## src/rtl/exec_ctrl_pkg.sv

```systemverilog
// Shared definitions for the execute-stage sequencing controller.
//   - exState_t       : controller state (RUN / MULWAIT)
//   - CNT_W           : width of the multiply cycle counter
//   - MUL_LATENCY_MAX : largest supported multiply latency
//   - isLoadUse()     : load-use hazard detect between ID/EX and IF/ID
package exec_ctrl_pkg;

    localparam int CNT_W           = 4;
    localparam int MUL_LATENCY_MAX = 16;

    typedef enum logic {
        RUN     = 1'b0,
        MULWAIT = 1'b1
    } exState_t;

    // A load into r0 never creates a dependency, since r0 is hardwired.
    function automatic logic isLoadUse(
        input logic       memRead,
        input logic [4:0] rtLoad,
        input logic [4:0] rsUse,
        input logic [4:0] rtUse
    );
        return memRead && (rtLoad != 5'd0) &&
               ((rtLoad == rsUse) || (rtLoad == rtUse));
    endfunction

endpackage

```

## src/rtl/ex_stall_ctrl_if.sv

```systemverilog
// Signal bundle between the pipeline datapath and ex_stall_ctrl.
//   Hazard inputs  : memRead_IDEX, mulStart_IDEX, rt_IDEX, rs_IFID, rt_IFID,
//                    branchTaken_EXMEM
//   Control outputs: pcWrite, ifidWrite, idexWrite, bubble_IDEX, bubble_EXMEM,
//                    flush_IFID, flush_IDEX, exBusy, exDone, stallCount
// modport slave  : the controller (reads hazards, drives controls)
// modport master : the pipeline side (drives hazards, reads controls)
interface ex_stall_ctrl_if;

    logic        memRead_IDEX;
    logic        mulStart_IDEX;
    logic [4:0]  rt_IDEX;
    logic [4:0]  rs_IFID;
    logic [4:0]  rt_IFID;
    logic        branchTaken_EXMEM;

    logic        pcWrite;
    logic        ifidWrite;
    logic        idexWrite;
    logic        bubble_IDEX;
    logic        bubble_EXMEM;
    logic        flush_IFID;
    logic        flush_IDEX;
    logic        exBusy;
    logic        exDone;
    logic [31:0] stallCount;

    modport slave (
        input  memRead_IDEX, mulStart_IDEX, rt_IDEX, rs_IFID, rt_IFID,
               branchTaken_EXMEM,
        output pcWrite, ifidWrite, idexWrite, bubble_IDEX, bubble_EXMEM,
               flush_IFID, flush_IDEX, exBusy, exDone, stallCount
    );

    modport master (
        output memRead_IDEX, mulStart_IDEX, rt_IDEX, rs_IFID, rt_IFID,
               branchTaken_EXMEM,
        input  pcWrite, ifidWrite, idexWrite, bubble_IDEX, bubble_EXMEM,
               flush_IFID, flush_IDEX, exBusy, exDone, stallCount
    );

endinterface

```

## src/rtl/ex_cycle_counter.sv

```systemverilog
// Loadable down-counter tracking the remaining cycles of a multiply.
//   clk, reset : clock and synchronous active-high reset (clears to 0)
//   load       : load loadValue (takes priority over dec)
//   loadValue  : value to load
//   dec        : decrement by one; holds at zero
//   zero       : counter value is zero
module ex_cycle_counter
    import exec_ctrl_pkg::*;
(
    input  logic             clk,
    input  logic             reset,
    input  logic             load,
    input  logic [CNT_W-1:0] loadValue,
    input  logic             dec,
    output logic             zero
);

    logic [CNT_W-1:0] cnt;

    always_ff @(posedge clk) begin
        if (reset) begin
            cnt <= '0;
        end else if (load) begin
            cnt <= loadValue;
        end else if (dec && (cnt != '0)) begin
            cnt <= cnt - 1'b1;
        end
    end

    assign zero = (cnt == '0);

endmodule

```

## src/rtl/ex_stall_ctrl.sv

```systemverilog
// Hazard and execute-stage sequencing controller for the five-stage core.
// Each cycle it decides whether PC, IF/ID and ID/EX advance, stall, take a
// bubble or flush. Covers load-use stalls, taken-branch flushes from EX/MEM
// and multi-cycle multiplies holding EX for MUL_LATENCY cycles.
//   clk, reset : clock, synchronous active-high reset
//   bus        : ex_stall_ctrl_if.slave (hazard inputs, stage controls)
// Parameter MUL_LATENCY (1..16): cycles a multiply occupies EX.
// Optional macro EX_STALL_STATS_EN: builds a saturating stall-cycle counter
// on bus.stallCount; otherwise stallCount reads 0 and no flops are built.
module ex_stall_ctrl
    import exec_ctrl_pkg::*;
#(
    parameter int MUL_LATENCY = 4
) (
    input  logic               clk,
    input  logic               reset,
    ex_stall_ctrl_if.slave     bus
);

    localparam bit MUL_MULTI = (MUL_LATENCY > 1);
    // The accept cycle and the completion cycle are outside the countdown,
    // hence MUL_LATENCY-2 remaining wait cycles after acceptance.
    localparam logic [CNT_W-1:0] MUL_LOAD =
        MUL_MULTI ? CNT_W'(MUL_LATENCY - 2) : '0;

    exState_t state, stateNext;
    logic     cntLoad, cntDec, cntZero;
    logic     loadUse;

    logic pcWrite, ifidWrite, idexWrite;
    logic bubble_IDEX, bubble_EXMEM, flush_IFID, flush_IDEX;
    logic exBusy, exDone;

    assign loadUse = isLoadUse(bus.memRead_IDEX, bus.rt_IDEX,
                               bus.rs_IFID, bus.rt_IFID);

    ex_cycle_counter uCnt (
        .clk       (clk),
        .reset     (reset),
        .load      (cntLoad),
        .loadValue (MUL_LOAD),
        .dec       (cntDec),
        .zero      (cntZero)
    );

    // State register
    always_ff @(posedge clk) begin
        if (reset) begin
            state <= RUN;
        end else begin
            state <= stateNext;
        end
    end

    // Next-state and counter control
    always_comb begin
        stateNext = state;
        cntLoad   = 1'b0;
        cntDec    = 1'b0;
        case (state)
            RUN: begin
                if (!bus.branchTaken_EXMEM && bus.mulStart_IDEX && MUL_MULTI) begin
                    stateNext = MULWAIT;
                    cntLoad   = 1'b1;
                end
            end
            MULWAIT: begin
                if (cntZero) begin
                    stateNext = RUN;
                end else begin
                    cntDec = 1'b1;
                end
            end
            default: stateNext = RUN;
        endcase
    end

    // Outputs; reset forces defaults so an abandoned multiply never signals done
    always_comb begin
        pcWrite      = 1'b1;
        ifidWrite    = 1'b1;
        idexWrite    = 1'b1;
        bubble_IDEX  = 1'b0;
        bubble_EXMEM = 1'b0;
        flush_IFID   = 1'b0;
        flush_IDEX   = 1'b0;
        exBusy       = 1'b0;
        exDone       = 1'b0;
        if (!reset) begin
            case (state)
                RUN: begin
                    if (bus.branchTaken_EXMEM) begin
                        flush_IFID = 1'b1;
                        flush_IDEX = 1'b1;
                    end else if (bus.mulStart_IDEX && MUL_MULTI) begin
                        pcWrite      = 1'b0;
                        ifidWrite    = 1'b0;
                        idexWrite    = 1'b0;
                        bubble_EXMEM = 1'b1;
                        exBusy       = 1'b1;
                    end else if (bus.mulStart_IDEX) begin
                        exDone = 1'b1;
                    end else if (loadUse) begin
                        pcWrite     = 1'b0;
                        ifidWrite   = 1'b0;
                        bubble_IDEX = 1'b1;
                    end
                end
                MULWAIT: begin
                    if (cntZero) begin
                        exDone = 1'b1;
                    end else begin
                        pcWrite      = 1'b0;
                        ifidWrite    = 1'b0;
                        idexWrite    = 1'b0;
                        bubble_EXMEM = 1'b1;
                        exBusy       = 1'b1;
                    end
                end
                default: ;
            endcase
        end
    end

    assign bus.pcWrite      = pcWrite;
    assign bus.ifidWrite    = ifidWrite;
    assign bus.idexWrite    = idexWrite;
    assign bus.bubble_IDEX  = bubble_IDEX;
    assign bus.bubble_EXMEM = bubble_EXMEM;
    assign bus.flush_IFID   = flush_IFID;
    assign bus.flush_IDEX   = flush_IDEX;
    assign bus.exBusy       = exBusy;
    assign bus.exDone       = exDone;

`ifdef EX_STALL_STATS_EN
    logic [31:0] stallCnt;

    always_ff @(posedge clk) begin
        if (reset) begin
            stallCnt <= '0;
        end else if (!pcWrite && (stallCnt != 32'hFFFF_FFFF)) begin
            stallCnt <= stallCnt + 32'd1;
        end
    end

    assign bus.stallCount = stallCnt;
`else
    assign bus.stallCount = 32'h0;
`endif

endmodule
```

## src/flat_wrapper.sv

```systemverilog
// flat-port wrapper written by rule: the top's interface ports become plain ports
module ex_stall_ctrl_flat import exec_ctrl_pkg::*;
#(
    parameter int MUL_LATENCY = 4
)
  (clk, reset, bus_memRead_IDEX, bus_mulStart_IDEX, bus_rt_IDEX, bus_rs_IFID, bus_rt_IFID, bus_branchTaken_EXMEM, bus_pcWrite, bus_ifidWrite, bus_idexWrite, bus_bubble_IDEX, bus_bubble_EXMEM, bus_flush_IFID, bus_flush_IDEX, bus_exBusy, bus_exDone, bus_stallCount);
  ex_stall_ctrl_if bus_i ();
  input  logic clk;
  input  logic reset;
  input wire logic [$bits(bus_i.memRead_IDEX)-1:0] bus_memRead_IDEX;
  input wire logic [$bits(bus_i.mulStart_IDEX)-1:0] bus_mulStart_IDEX;
  input wire logic [$bits(bus_i.rt_IDEX)-1:0] bus_rt_IDEX;
  input wire logic [$bits(bus_i.rs_IFID)-1:0] bus_rs_IFID;
  input wire logic [$bits(bus_i.rt_IFID)-1:0] bus_rt_IFID;
  input wire logic [$bits(bus_i.branchTaken_EXMEM)-1:0] bus_branchTaken_EXMEM;
  output wire logic [$bits(bus_i.pcWrite)-1:0] bus_pcWrite;
  output wire logic [$bits(bus_i.ifidWrite)-1:0] bus_ifidWrite;
  output wire logic [$bits(bus_i.idexWrite)-1:0] bus_idexWrite;
  output wire logic [$bits(bus_i.bubble_IDEX)-1:0] bus_bubble_IDEX;
  output wire logic [$bits(bus_i.bubble_EXMEM)-1:0] bus_bubble_EXMEM;
  output wire logic [$bits(bus_i.flush_IFID)-1:0] bus_flush_IFID;
  output wire logic [$bits(bus_i.flush_IDEX)-1:0] bus_flush_IDEX;
  output wire logic [$bits(bus_i.exBusy)-1:0] bus_exBusy;
  output wire logic [$bits(bus_i.exDone)-1:0] bus_exDone;
  output wire logic [$bits(bus_i.stallCount)-1:0] bus_stallCount;
  assign bus_i.memRead_IDEX = bus_memRead_IDEX;
  assign bus_i.mulStart_IDEX = bus_mulStart_IDEX;
  assign bus_i.rt_IDEX = bus_rt_IDEX;
  assign bus_i.rs_IFID = bus_rs_IFID;
  assign bus_i.rt_IFID = bus_rt_IFID;
  assign bus_i.branchTaken_EXMEM = bus_branchTaken_EXMEM;
  assign bus_pcWrite = bus_i.pcWrite;
  assign bus_ifidWrite = bus_i.ifidWrite;
  assign bus_idexWrite = bus_i.idexWrite;
  assign bus_bubble_IDEX = bus_i.bubble_IDEX;
  assign bus_bubble_EXMEM = bus_i.bubble_EXMEM;
  assign bus_flush_IFID = bus_i.flush_IFID;
  assign bus_flush_IDEX = bus_i.flush_IDEX;
  assign bus_exBusy = bus_i.exBusy;
  assign bus_exDone = bus_i.exDone;
  assign bus_stallCount = bus_i.stallCount;
  ex_stall_ctrl #(.MUL_LATENCY(MUL_LATENCY)) u_core (.clk(clk), .reset(reset), .bus(bus_i));
endmodule
```

## config.mk

```make
export PLATFORM = sky130hd
export DESIGN_NAME = ex_stall_ctrl_flat
export DESIGN_NICKNAME = d
export VERILOG_FILES = /design/src/rtl/exec_ctrl_pkg.sv /design/src/rtl/ex_stall_ctrl_if.sv /design/src/rtl/ex_cycle_counter.sv /design/src/rtl/ex_stall_ctrl.sv /design/src/flat_wrapper.sv
export SDC_FILE = /design/constraint.sdc
export NUM_CORES = 1
export LEC_CHECK = 0
export CORE_MARGIN = 2
export CORE_UTILIZATION = 31
export DETAILED_ROUTE_END_ITERATION = 6
export PLACE_DENSITY_LB_ADDON = 0.1
export SLEW_MARGIN = 20
export SYNTH_ARGS = -nofsm -noshare
export SYNTH_HDL_FRONTEND = slang
export SYNTH_SLANG_ARGS = --single-unit
```

## constraint.sdc

```tcl
create_clock -name clk -period 2.05 [get_ports clk]
set_input_delay 0.205 -clock clk [delete_from_list [all_inputs] [get_ports clk]]
set_output_delay 0.205 -clock clk [all_outputs]
set_load 0.1 [all_outputs]
```

==> run metrics <==
CP Buf/Inv Count=2; slack of the worst reg-to-reg path=480 ps; Die Y-Extent=50.8 um; Final Wtd Congestion=0.704; clock power share=15.6%; Slowest-stage cell, CP=or4_1; initial core utilization=33.5%; Seq pwr share=15.3%; Critical Path Start=bus_rt_IDEX[0]; minimum clock period=1990 ps; ports placed on the boundary=61; unrepaired setup endpoints after global routing=no; number of clock sinks=5; non-filler instance count after layout=146; Die Area=2580 um^2; Net Switching=0.419 mW; std cell rows=16; class of the most critical setup path=in2out; total chip power=0.701 mW; grt ovf=0; cell count after placement=138; post-DR wirelength/cell=9.90 um; fraction of synthesized area in multiplexers=0%; area share of fa/ha/maj cells after synthesis=1.85%; maximum single-stage delay on the critical path=580 ps; routed vias=551; area overhead of the layout relative to synthesis=58.7%; yosys warns=0; end of the worst register-to-register path=u_core.uCnt.cnt[1]$_SDFFE_PP0P_; area occupied by multi-input gates=488 um^2; antenna violations before repair=0; register area=101 um^2; family with the most delay on the worst path=buffers and inverters; number of routed nets with antenna violations=0; PD cells=652 nW/um^2; launch point of the worst hold path=u_core.uCnt.cnt[3]$_SDFFE_PP0P_; detailed router's first-iteration violation count=0; CTS tree=done; minimum setup slack in the final design=61.1 ps; number of cell instances on the worst register-to-register path=6; Tightest Hold Check Type=reg2reg; number of distinct library cells after synthesis=24; estimated wirelength of the detail-placed design=1.21 mm; CTS Buffer Depth=2; highest achievable clock rate=503 MHz; outcome=finished clean; diodes inserted=0; post-synthesis xor/xnor area fraction=16.8%; maximum VDD drop=0.378 mV; number of synthesized register bits=5; post-synth top area share=38.7%; via count of the first global-routing pass=501; clock slew at the register clock pins of the worst setup and hold paths=40 ps; Clock Tree Root=clkbuf_4; global-route wire length before repair=2.06 mm; PortBufs=28; Synth Area in Compound Gates=7.56%; share of synthesized area occupied by flip-flops and latches=14.8%; internal power summed over all cells=0.282 mW; Num CTS Buffers=3; final clock skew=2.24 ps; signal arrival time at the worst endpoint=1780 ps; count of mapped cells out of synthesis=85; synth top area cells=buf_4, xor2_1, dfxtp_1; basic-gate share of the synthesized area counting and, or, nand and nor cells=18.1%; number of H-tree levels=1; crit end category=output port; data required time of the critical path=1850 ps; final wirelength=1.45 mm; Syn Std Cell Area=678 um^2; clock insertion delay at the later pin of the skew report=240 ps; largest fanout on the critical path=3; reg-to-reg critical path startpoint=u_core.uCnt.cnt[0]$_SDFFE_PP0P_; post-placement setup slack=7.22 ps; Post-Route Utilization=53.2%; # setup viols final=0; NumNets Final=141; leakage power summed over all cells=0.482 nW; crit start category=primary input; switching share of power=59.8%; number of filler instances in the final layout=205; Vias/cell=3.77; Final Max Slew Viols=0; Total GRT Usage=11.0%; Tcrit/Tclk final=97.0%; ordered list of cells on the worst path=clkdlybuf4s50_1, or4_1, o21ai_2, o21ba_4, buf_12; count of final hold-check violations=0; sink of the worst hold path=u_core.uCnt.cnt[3]$_SDFFE_PP0P_; placeable core area=2020 um^2; Chip Width=50.8 um; Max-cap violations=0; detailed-routing iteration count for the pre-antenna-repair pass=1; layout cells sized above 1=27.7%; portion of total power attributed to combinational logic=69.1%; pin count of the biggest net entering global routing=9; combinational family with the most area after synthesis=buffers and inverters; Min-Delay Path Depth=2; post-synthesis average cell area=7.98 um^2; post-detailed-route DRC marker count=0; largest area contributor in the synthesized netlist=buf_4
-- layout make-up --
type | instances | share of cell area [%]
clock buffer | 4 | 2.44
inverter | 3 | 1.05
multi-input combinational | 73 | 45.3
sequential | 5 | 9.42
tap | 27 | 3.14
timing repair buffer | 34 | 38.6
-- placed cells by master (no fill, tap or decap), types with 2 or more instances in the layout --
cell / netlist / final
conb_1: 1 / 32
clkdlybuf4s50_1: 0 / 19
xor2_1: 12 / 12
buf_12: 0 / 9
nor2_1: 6 / 6
buf_4: 35 / 6
dfxtp_1: 5 / 4
nor3_1: 4 / 3
clkbuf_4: 0 / 3
inv_2: 0 / 2
nand3_1: 2 / 2
-- state kept, by name, indices dropped and copies added, names as in the netlist --
signal / count
u_core.uCnt.cnt: 4
u_core.state: 1
-- synthesized netlist by cell type --
cell and count:
a21oi_1 1, nor3b_1 2, nor2_1 6, and3_4 1, inv_1 3, nand2b_1 1, nand2_1 1, xor2_1 12
dfxtp_1 5, nand2_2 1, nor3_1 4, o21ai_1 1, o21ba_1 1, a22oi_1 1, or3b_4 1, or4_1 1
nor4b_1 1, conb_1 1, xnor2_1 1, a311oi_2 1, ha_1 1, a21oi_2 1, buf_4 35, nand3_1 2
-- cells by family (layout without fill, tap and decap cells) --
group	Yosys count	count (layout)
flops	5	5
other cells	1	32
buf+inv	38	41
xor+xnor	13	13
fa+ha+maj	1	1
simple gates	21	21
compound gates	6	6
-- how the worst max path moves through the flow --
| stage | end | cells past startpoint |
|---|---|---|
| final | bus_ifidWrite | 5 |
| after CTS | bus_ifidWrite | 5 |
| after global routing | bus_ifidWrite | 7 |
| after global placement | bus_ifidWrite | 5 |
| after detailed placement | bus_ifidWrite | 5 |
| after floorplan | bus_exDone | 4 |
-- stage by stage --
step / hold WS, ps / area, um^2 / setup TNS (ps)
6_report: 511 / 1080 / 0
3_3_place_gp: 501 / 992 / 0
2_1_floorplan: 273 / 852 / -1120
4_1_cts: 517 / 1030 / 0
3_5_place_dp: 502 / 992 / 0
5_1_grt: 562 / 1080 / 0
-- power by group through the flow --
stage          combinational [mW]  clock, mW  sequential, mW
5_1_grt                     0.500      0.122           0.108
3_5_place_dp                0.467          0           0.108
2_1_floorplan               0.428          0           0.107
4_1_cts                     0.473      0.118           0.107
6_report                    0.485      0.110           0.107
3_3_place_gp                0.467          0           0.108
-- timing repair --
item                                    CTS  global route
setup buffers                             2             2
hold buffers                              0             0
endpoints found under the setup margin    2             4
pin swaps                                 0             1
gates resized for setup                   0             6
-- tightest hold or removal path, cell delays in order, from the launching register on --
cell and delay, ps:
dfxtp_1 330, xor2_1 70, nor2_1 70
-- per-layer routing --
layer	track usage, %	vias up	share of wire [%]
li1	-	279	-
met1	12.5	233	44
met2	16.7	39	43
met3	4.76	0	13
met4	6.76	0	0
met5	0	-	0
No activity file was read; power rests on OpenSTA's default activity.
